[config.mk]
export PLATFORM = sky130hd
export DESIGN_NAME = dcpl_sequencer
export DESIGN_NICKNAME = d
export VERILOG_FILES = /design/src/rtl/dcpl_sequencer.sv
export SDC_FILE = /design/constraint.sdc
export NUM_CORES = 1
export LEC_CHECK = 0
export ABC_AREA = 1
export CORE_MARGIN = 2
export CORE_UTILIZATION = 52
export DETAILED_ROUTE_END_ITERATION = 8
export PLACE_DENSITY = 0.76
export SETUP_SLACK_MARGIN = 0.4
export SLEW_MARGIN = 20
export SYNTH_ARGS = -nofsm -noshare
export SYNTH_HDL_FRONTEND = slang
export SYNTH_SLANG_ARGS = --single-unit
[constraint.sdc]
create_clock -name xclk -period 1.8 [get_ports xclk]
set_input_delay 0.54 -clock xclk [delete_from_list [all_inputs] [get_ports xclk]]
set_output_delay 0.54 -clock xclk [all_outputs]
set_load 0.01 [all_outputs]
[src/rtl/dcpl_sequencer.sv]
// Decouple sequencer for partial reconfiguration: drains the shell channels, then isolates the region.
// Optional drain timeout enabled by defining DCPL_TIMEOUT_EN.
module dcpl_sequencer #(
  parameter int N_CHAN         = 2,
  parameter int CNT_BITS       = 6,
  parameter int SETTLE_CYCLES  = 4,
  parameter int TIMEOUT_CYCLES = 65536
) (
  input  logic              xclk,
  input  logic              xresetn,
  input  logic              s_decouple_req,
  input  logic [N_CHAN-1:0] rd_req_hs,
  input  logic [N_CHAN-1:0] rd_done,
  input  logic [N_CHAN-1:0] wr_req_hs,
  input  logic [N_CHAN-1:0] wr_done,
  input  logic [N_CHAN-1:0] axis_in_beat,
  input  logic [N_CHAN-1:0] axis_in_last,
  input  logic [N_CHAN-1:0] axis_out_beat,
  input  logic [N_CHAN-1:0] axis_out_last,
  output logic              m_req_block,
  output logic              m_decouple,
  output logic              m_decoupled,
  output logic              m_busy,
  output logic              m_timeout,
  input  logic              s_timeout_clr
);

  typedef enum logic [1:0] {
    ST_ACTIVE    = 2'd0,
    ST_DRAIN     = 2'd1,
    ST_DECOUPLED = 2'd2,
    ST_RELEASE   = 2'd3
  } state_t;

  localparam int                  SET_W       = (SETTLE_CYCLES > 1) ? $clog2(SETTLE_CYCLES) : 1;
  localparam logic [SET_W-1:0]    SETTLE_LOAD = SET_W'(SETTLE_CYCLES - 1);
  localparam logic [CNT_BITS-1:0] CNT_MAX     = {CNT_BITS{1'b1}};
  localparam logic [CNT_BITS-1:0] CNT_ZERO    = {CNT_BITS{1'b0}};

  // Outstanding-request counter: saturates at both ends, a coincident req/done is a no-op
  function automatic logic [CNT_BITS-1:0] cnt_step(input logic [CNT_BITS-1:0] cnt,
                                                   input logic inc, input logic dec);
    logic [CNT_BITS-1:0] res;
    if (inc && !dec && (cnt != CNT_MAX))       res = cnt + CNT_BITS'(1);
    else if (dec && !inc && (cnt != CNT_ZERO)) res = cnt - CNT_BITS'(1);
    else                                       res = cnt;
    return res;
  endfunction

  state_t              r_state;
  logic [CNT_BITS-1:0] r_rd_cnt [N_CHAN];
  logic [CNT_BITS-1:0] r_wr_cnt [N_CHAN];
  logic [N_CHAN-1:0]   r_in_open;
  logic [N_CHAN-1:0]   r_out_open;
  logic                r_idle;
  logic                r_idle_q;
  logic [SET_W-1:0]    r_settle;
  logic                w_cnt_busy;
  logic                w_quiet;
  logic                w_track;
  logic                w_clear;
  logic                w_expired;
  logic                w_drain_done;

  // Quiescence of all channels as seen in the current cycle
  always_comb begin
    w_cnt_busy = 1'b0;
    for (int c = 0; c < N_CHAN; c++) begin
      w_cnt_busy = w_cnt_busy | (r_rd_cnt[c] != CNT_ZERO) | (r_wr_cnt[c] != CNT_ZERO);
    end
    w_quiet = !w_cnt_busy && (r_in_open == {N_CHAN{1'b0}}) && (r_out_open == {N_CHAN{1'b0}}) &&
              ((rd_req_hs | wr_req_hs | axis_in_beat | axis_out_beat) == {N_CHAN{1'b0}});
  end

  assign w_track      = (r_state == ST_ACTIVE) || (r_state == ST_DRAIN);
  assign w_clear      = (r_state == ST_DECOUPLED) && !s_decouple_req;
  assign w_drain_done = (r_idle && r_idle_q) || w_expired;

  // Channel monitors; frozen while isolated, wiped when the region is released
  always_ff @(posedge xclk or negedge xresetn) begin
    if (!xresetn) begin
      for (int c = 0; c < N_CHAN; c++) begin
        r_rd_cnt[c] <= CNT_ZERO;
        r_wr_cnt[c] <= CNT_ZERO;
      end
      r_in_open  <= {N_CHAN{1'b0}};
      r_out_open <= {N_CHAN{1'b0}};
    end else if (w_clear) begin
      for (int c = 0; c < N_CHAN; c++) begin
        r_rd_cnt[c] <= CNT_ZERO;
        r_wr_cnt[c] <= CNT_ZERO;
      end
      r_in_open  <= {N_CHAN{1'b0}};
      r_out_open <= {N_CHAN{1'b0}};
    end else if (w_track) begin
      for (int c = 0; c < N_CHAN; c++) begin
        r_rd_cnt[c]   <= cnt_step(r_rd_cnt[c], rd_req_hs[c], rd_done[c]);
        r_wr_cnt[c]   <= cnt_step(r_wr_cnt[c], wr_req_hs[c], wr_done[c]);
        r_in_open[c]  <= axis_in_beat[c]  ? !axis_in_last[c]  : r_in_open[c];
        r_out_open[c] <= axis_out_beat[c] ? !axis_out_last[c] : r_out_open[c];
      end
    end
  end

  // Idle history only accumulates inside DRAIN, so a fresh drain always waits two idle samples
  always_ff @(posedge xclk or negedge xresetn) begin
    if (!xresetn) begin
      r_idle   <= 1'b0;
      r_idle_q <= 1'b0;
    end else begin
      r_idle   <= (r_state == ST_DRAIN) && w_quiet;
      r_idle_q <= (r_state == ST_DRAIN) && r_idle;
    end
  end

`ifdef DCPL_TIMEOUT_EN
  localparam int               TMR_W    = (TIMEOUT_CYCLES > 1) ? $clog2(TIMEOUT_CYCLES) : 1;
  localparam logic [TMR_W-1:0] TMR_LAST = TMR_W'(TIMEOUT_CYCLES - 1);

  logic [TMR_W-1:0] r_tmr;
  logic             r_timeout;

  assign w_expired = (r_state == ST_DRAIN) && (r_tmr == TMR_LAST);
  assign m_timeout = r_timeout;

  // Drain timer and sticky timeout flag; a coincident clear loses to a new timeout
  always_ff @(posedge xclk or negedge xresetn) begin
    if (!xresetn) begin
      r_tmr     <= {TMR_W{1'b0}};
      r_timeout <= 1'b0;
    end else begin
      r_tmr <= (r_state == ST_DRAIN) ? (r_tmr + TMR_W'(1)) : {TMR_W{1'b0}};
      if (w_expired && s_decouple_req) r_timeout <= 1'b1;
      else if (s_timeout_clr)          r_timeout <= 1'b0;
    end
  end
`else
  logic w_unused_clr;
  assign w_unused_clr = s_timeout_clr;
  assign w_expired    = 1'b0;
  assign m_timeout    = 1'b0;
`endif

  // Sequencer FSM; outputs are updated on the same edge as the state they describe
  always_ff @(posedge xclk or negedge xresetn) begin
    if (!xresetn) begin
      r_state     <= ST_ACTIVE;
      r_settle    <= {SET_W{1'b0}};
      m_req_block <= 1'b0;
      m_decouple  <= 1'b0;
      m_decoupled <= 1'b0;
      m_busy      <= 1'b0;
    end else begin
      case (r_state)
        ST_ACTIVE: begin
          if (s_decouple_req) begin
            r_state     <= ST_DRAIN;
            m_req_block <= 1'b1;
            m_busy      <= 1'b1;
          end
        end
        ST_DRAIN: begin
          if (!s_decouple_req) begin
            r_state     <= ST_ACTIVE;
            m_req_block <= 1'b0;
            m_busy      <= 1'b0;
          end else if (w_drain_done) begin
            r_state     <= ST_DECOUPLED;
            m_decouple  <= 1'b1;
            m_decoupled <= 1'b1;
            m_busy      <= 1'b0;
          end
        end
        ST_DECOUPLED: begin
          if (!s_decouple_req) begin
            r_state     <= ST_RELEASE;
            r_settle    <= SETTLE_LOAD;
            m_decouple  <= 1'b0;
            m_decoupled <= 1'b0;
            m_busy      <= 1'b1;
          end
        end
        ST_RELEASE: begin
          if (r_settle == {SET_W{1'b0}}) begin
            r_state     <= ST_ACTIVE;
            m_req_block <= 1'b0;
            m_busy      <= 1'b0;
          end else begin
            r_settle <= r_settle - SET_W'(1);
          end
        end
        default: begin
          r_state     <= ST_ACTIVE;
          r_settle    <= {SET_W{1'b0}};
          m_req_block <= 1'b0;
          m_decouple  <= 1'b0;
          m_decoupled <= 1'b0;
          m_busy      <= 1'b0;
        end
      endcase
    end
  end

endmodule

==> results of run 1 <==
[routing by layer]
metal  GRT overflow  GRT usage
met5              0      0.148
met4             82       1.03
met3              0      0.597
met2            164       1.11
met1              1      0.783
[what timing repair did]
action	CTS
endpoints found under the hold margin	0
setup buffers	28
gates resized for setup	115
setup endpoints to repair	36
pin swaps	48
[logic make-up after synthesis]
kind of cell / count (synthesis)
simple gates: 192
buf+inv: 53
compound gates: 51
flops: 37
fa+ha+maj: 23
xor+xnor: 13
other cells: 1
[per-stage QoR]
stage / hold slack [ns] / utilization / setup slack [ns]
after floorplan: 0.244 / - / 0.118
after global placement: 0.482 / 0.755 / -0.614
after detailed placement: 0.488 / 0.755 / -0.664
after CTS: 0.168 / 0.876 / 0.0360
==> results.yml, run 1 <==
outcome:
  status: "aborted with a tool error"
  lastStage: "global routing (5_1_grt)"
  stop_error: "[ERROR GRT-0232] Routing congestion too high. Check the congestion heatmap in the GUI."
yosys:
  yosysTopAreaCellShare: 0.349
  netlist_instances: 370
  syn_area_sq_mm: 0.00265
  async_flop_share: 1.00
  yosys.area.top_type: "dfrtp_1"
  ys.flop_type: "dfrtp_1"
  ys_seq_area_frac: 0.349
  synth_top_family_by_area: "simple AND/OR/NAND/NOR gates"
  synth-seq-cells: 37
  synth_edf_count: 0
  synthMuxAreaShare: 0
  synth.avg_cell_area_sq_um: 7.16
  synth_cell_types: 26
  yosysMostFrequentCell: "nand2_1"
  synth_compound_area_frac: 0.103
  yosys.area_share.simple: 0.301
  ys_top_cells_by_count: "110 x nand2_1, 47 x inv_1, 38 x nor2_1, 37 x dfrtp_1, 31 x nand3_1"
  synthTopCellsByArea: "dfrtp_1 35%, nand2_1 16%, ha_1 9.0%"
  synth_nets: 413
  yosysWarningCount: 0
  synthAdderAreaFrac: 0.120
  synth_xor_area_frac: 0.0430
grt:
  track_usage: 0.853
  grt_max_degree: 20
  overflow: 247
floorplanning:
  ios: 25
  rows: 25
  die_y_um: 75.4
  initial_core_util: 0.550
  fp.dieW_um: 75.4
cts:
  cts_hold_buf: 0
  cts_root_buffer: "clkbuf_8"
  clock_sinks: 37
  clockBufferDepth: 2
  h-tree-depth: 2
  cts_made_buffers: 5
placement:
  gp_congestion: 0.891
  placed_cell_area_sq_mm: 0.00364
  hpwl_mm: 5.28
  io_buffers: 22
  placed_cells: 513
sta:
  crit_endpoint: "r_wr_cnt[11]$_DFFE_PN0P_/D"
  worst_path_end_type: "register data pin"
==> run 2, diff against run 1 <==
--- a/config.mk
+++ b/config.mk
@@ -7,10 +7,9 @@
 export LEC_CHECK = 0
 export ABC_AREA = 1
 export CORE_MARGIN = 2
-export CORE_UTILIZATION = 52
+export CORE_UTILIZATION = 40
 export DETAILED_ROUTE_END_ITERATION = 8
-export PLACE_DENSITY = 0.76
-export SETUP_SLACK_MARGIN = 0.4
+export PLACE_DENSITY_LB_ADDON = 0.15
 export SLEW_MARGIN = 20
 export SYNTH_ARGS = -nofsm -noshare
 export SYNTH_HDL_FRONTEND = slang
==> constraint.sdc (replaced) <==
create_clock -name xclk -period 2.3 [get_ports xclk]
set_input_delay 0.69 -clock xclk [delete_from_list [all_inputs] [get_ports xclk]]
set_output_delay 0.69 -clock xclk [all_outputs]
set_load 0.01 [all_outputs]
==> run 2 against run 1 <==
Against the previous run:
- the run now ends clean
- area after synthesis is the same
- synthesized cell count is the same
==> results.yml, run 2 <==
outcome:
  status: "finished clean"
grt:
  antenna_found_initial: 0
  overflow: 0
  grt_pass1_vias: 2462
  track_usage: 0.175
  grt_pass1_wl_mm: 10.6
  grt_max_degree: 38
finish:
  finalNetCount: 478
  layout_commonest_cell: "nand2_1"
  drive_above_1_share: 0.188
  seq_area_sq_um: 926
  area_growth_pct: 34.5
  layout.cells.non_filler: 513
  antennaDiodeCount: 0
  multi_input_area_sq_mm: 0.00172
  largest_registers: "r_rd_cnt: 12 flops, r_wr_cnt: 12 flops"
  n_fill_cell: 596
  utilization: 0.558
  mostFrequentLayoutCells: "106 x nand2_1, 44 x inv_1, 40 x buf_4"
setup_path:
  required_ns: 2.48
  reg2regPathDepth: 9
  cp_num_cells: 9
  critPathBufInv: 3
  critPathCapture: "r_wr_cnt[10]$_DFFE_PN0P_"
  crit_fanout: 6
  cp-startpoint: "wr_done[0]"
  reg2reg_to: "r_wr_cnt[4]$_DFFE_PN0P_"
  critPathTopFamily: "buffers and inverters"
  cpMaxStageDelayCell: "clkdlybuf4s50_1"
  critical_path_class: "input port to register"
  cp-start-kind: "input port"
  end_kind: "register"
  r2r-start: "r_wr_cnt[2]$_DFFE_PN0P_"
  crit_chain: "clkdlybuf4s50_1 > nor2_4 > nand2_4 > buf_4 > inv_1 > fa_1 > o21ai_2 > xnor2_1 > o21ai_1"
  rrSetupSlack_ns: 0.34
  slowest_delay_ns: 0.53
  critPathArrivalTime_ns: 2.39
pwr:
  pwr-share-comb: 0.575
  total_leakage_power_uw: 0.00179
  sw_frac_of_total: 0.429
  p_sw_uw: 1850
  power_uw: 4310
  ir_worst_vdd_mv: 0.752
  p_per_area_mw_per_mm2: 1210
  intPower_uw: 2460
  p_clk_frac: 0.134
  power_frac_seq: 0.291
cts:
  clockBufferDepth: 2
  h-tree-depth: 2
  clk_pin_slew_ns: 0.08
  cts_tree: "built"
  cts_root_buffer: "clkbuf_8"
  cts_hold_buf: 0
  clock_sinks: 37
  insertion_delay_ns: 0.29
  cts_made_buffers: 5
yosys:
  async_flop_share: 1.00
  synth.avg_cell_area_sq_um: 7.16
  yosys.area.top_type: "dfrtp_1"
  netlist_instances: 370
  synth_nets: 413
  yosysTopAreaCellShare: 0.349
  yosysMostFrequentCell: "nand2_1"
  synth_edf_count: 0
  synth_cell_types: 26
  ys.flop_type: "dfrtp_1"
  ys_seq_area_frac: 0.349
  ys_top_cells_by_count: "110 x nand2_1, 47 x inv_1, 38 x nor2_1, 37 x dfrtp_1, 31 x nand3_1"
  syn_area_sq_mm: 0.00265
  yosysWarningCount: 0
  synthTopCellsByArea: "dfrtp_1 35%, nand2_1 16%, ha_1 9.0%"
  synth-seq-cells: 37
sta:
  setup_violations: 0
  fin_crit_sh: 0.959
  fmax_ghz: 0.454
  drv_slew: 0
  hold_viol_final: 0
  whs_ns: 0.433
  skew_ns: 0.0107
  period_needed_ns: 2.20
  setup_slack_ns: 0.0953
floorplanning:
  coreArea_sq_mm: 0.00639
  dieArea_sq_mm: 0.00729
  fp.dieW_um: 85.4
  rows: 29
  die_y_um: 85.4
  ios: 25
  initial_core_util: 0.415
drt:
  drc: 0
  detail_route.first_pass.iterations: 5
  drt-total-wl_mm: 6.00
  vias: 2485
  drt_iter0_markers: 69
  wire_per_inst_um: 11.7
  postRouteAntennaNets: 0
  vias_per_cell: 4.84
placement:
  io_buffers: 22
  post-place-ws_ns: -0.377
  placed_cells: 502
  hpwl_mm: 4.43
  gp_congestion: 0.798
min_path:
  hold_class: "input port to asynchronous set/reset pin"
job:
  maxCapViolCount: 0
run 2: layer usage:
| metal | vias to the layer above | GRT usage | wire length [um] |
|---|---|---|---|
| li1 | 1312 | - | - |
| met1 | 1128 | 0.231 | 2850 |
| met2 | 39 | 0.308 | 2910 |
| met3 | 6 | 0.0311 | 188 |
| met4 | 0 | 0.0216 | 53 |
| met5 | - | 0 | 0 |
run 2: repair_timing:
action | in CTS | in global routing
resized for setup | 5 | 33
setup endpoints to repair | 7 | 11
pin swaps | 0 | 6
setup buffers | 0 | 3
run 2: final cells by class:
| class | instances | share of cell area |
|---|---|---|
| sequential | 37 | 0.260 |
| clock inverter | 3 | 0.0130 |
| clock buffer | 5 | 0.0193 |
| inverter | 49 | 0.0516 |
| timing repair buffer | 62 | 0.146 |
| tap | 77 | 0.0270 |
| multi-input combinational | 280 | 0.483 |
run 2: through the flow:
| step | TNS (ns) | cell area [sq um] |
|---|---|---|
| 6_report | 0 | 3560 |
| 5_1_grt | -0.0684 | 3560 |
| 4_1_cts | -0.0284 | 3340 |
| 3_5_place_dp | -4.52 | 3210 |
| 3_3_place_gp | -3.98 | 3210 |
| 2_1_floorplan | 0 | 2650 |
run 2: worst register-to-register path: stages (launching register included):
cell and delay, ns:
dfrtp_1 0.46, nand2_1 0.08, nor2_1 0.09, nand2_1 0.11, nand2_4 0.17, inv_1 0.08, fa_1 0.38, o21ai_0 0.24
xnor2_1 0.15, o21ai_0 0.10
run 2: how the worst min path moves through the flow:
stage / startpoint / to / slack [ns] / cells after the start
2_1_floorplan: xresetn / asynchronous set/reset pin / 0.39 / 0
3_3_place_gp: r_idle$_DFF_PN0_ / r_idle_q$_DFF_PN0_ / 0.48 / 2
3_5_place_dp: r_idle$_DFF_PN0_ / r_idle_q$_DFF_PN0_ / 0.49 / 2
4_1_cts: xresetn / r_idle_q$_DFF_PN0_ / 0.45 / 2
5_1_grt: xresetn / r_in_open[1]$_DFFE_PN0P_ / 0.48 / 2
6_report: xresetn / r_in_open[1]$_DFFE_PN0P_ / 0.43 / 2
run 2: power by group through the flow:
stage	registers, uW	clock network, uW	logic (uW)
global route	1310	604	2910
floorplan	1180	0	1620
global placement	1220	0	2260
detailed placement	1220	0	2310
finish	1250	578	2470
CTS	1220	582	2340
run 2: cell families after synthesis:
group,count (synthesis),synth area share
compound gates,51,0.103
xor+xnor,13,0.0430
simple gates,192,0.301
buf+inv,53,0.0822
other cells,1,0.00142
flops,37,0.349
fa+ha+maj,23,0.120
Note: power is estimated with default switching activity, not from simulation.
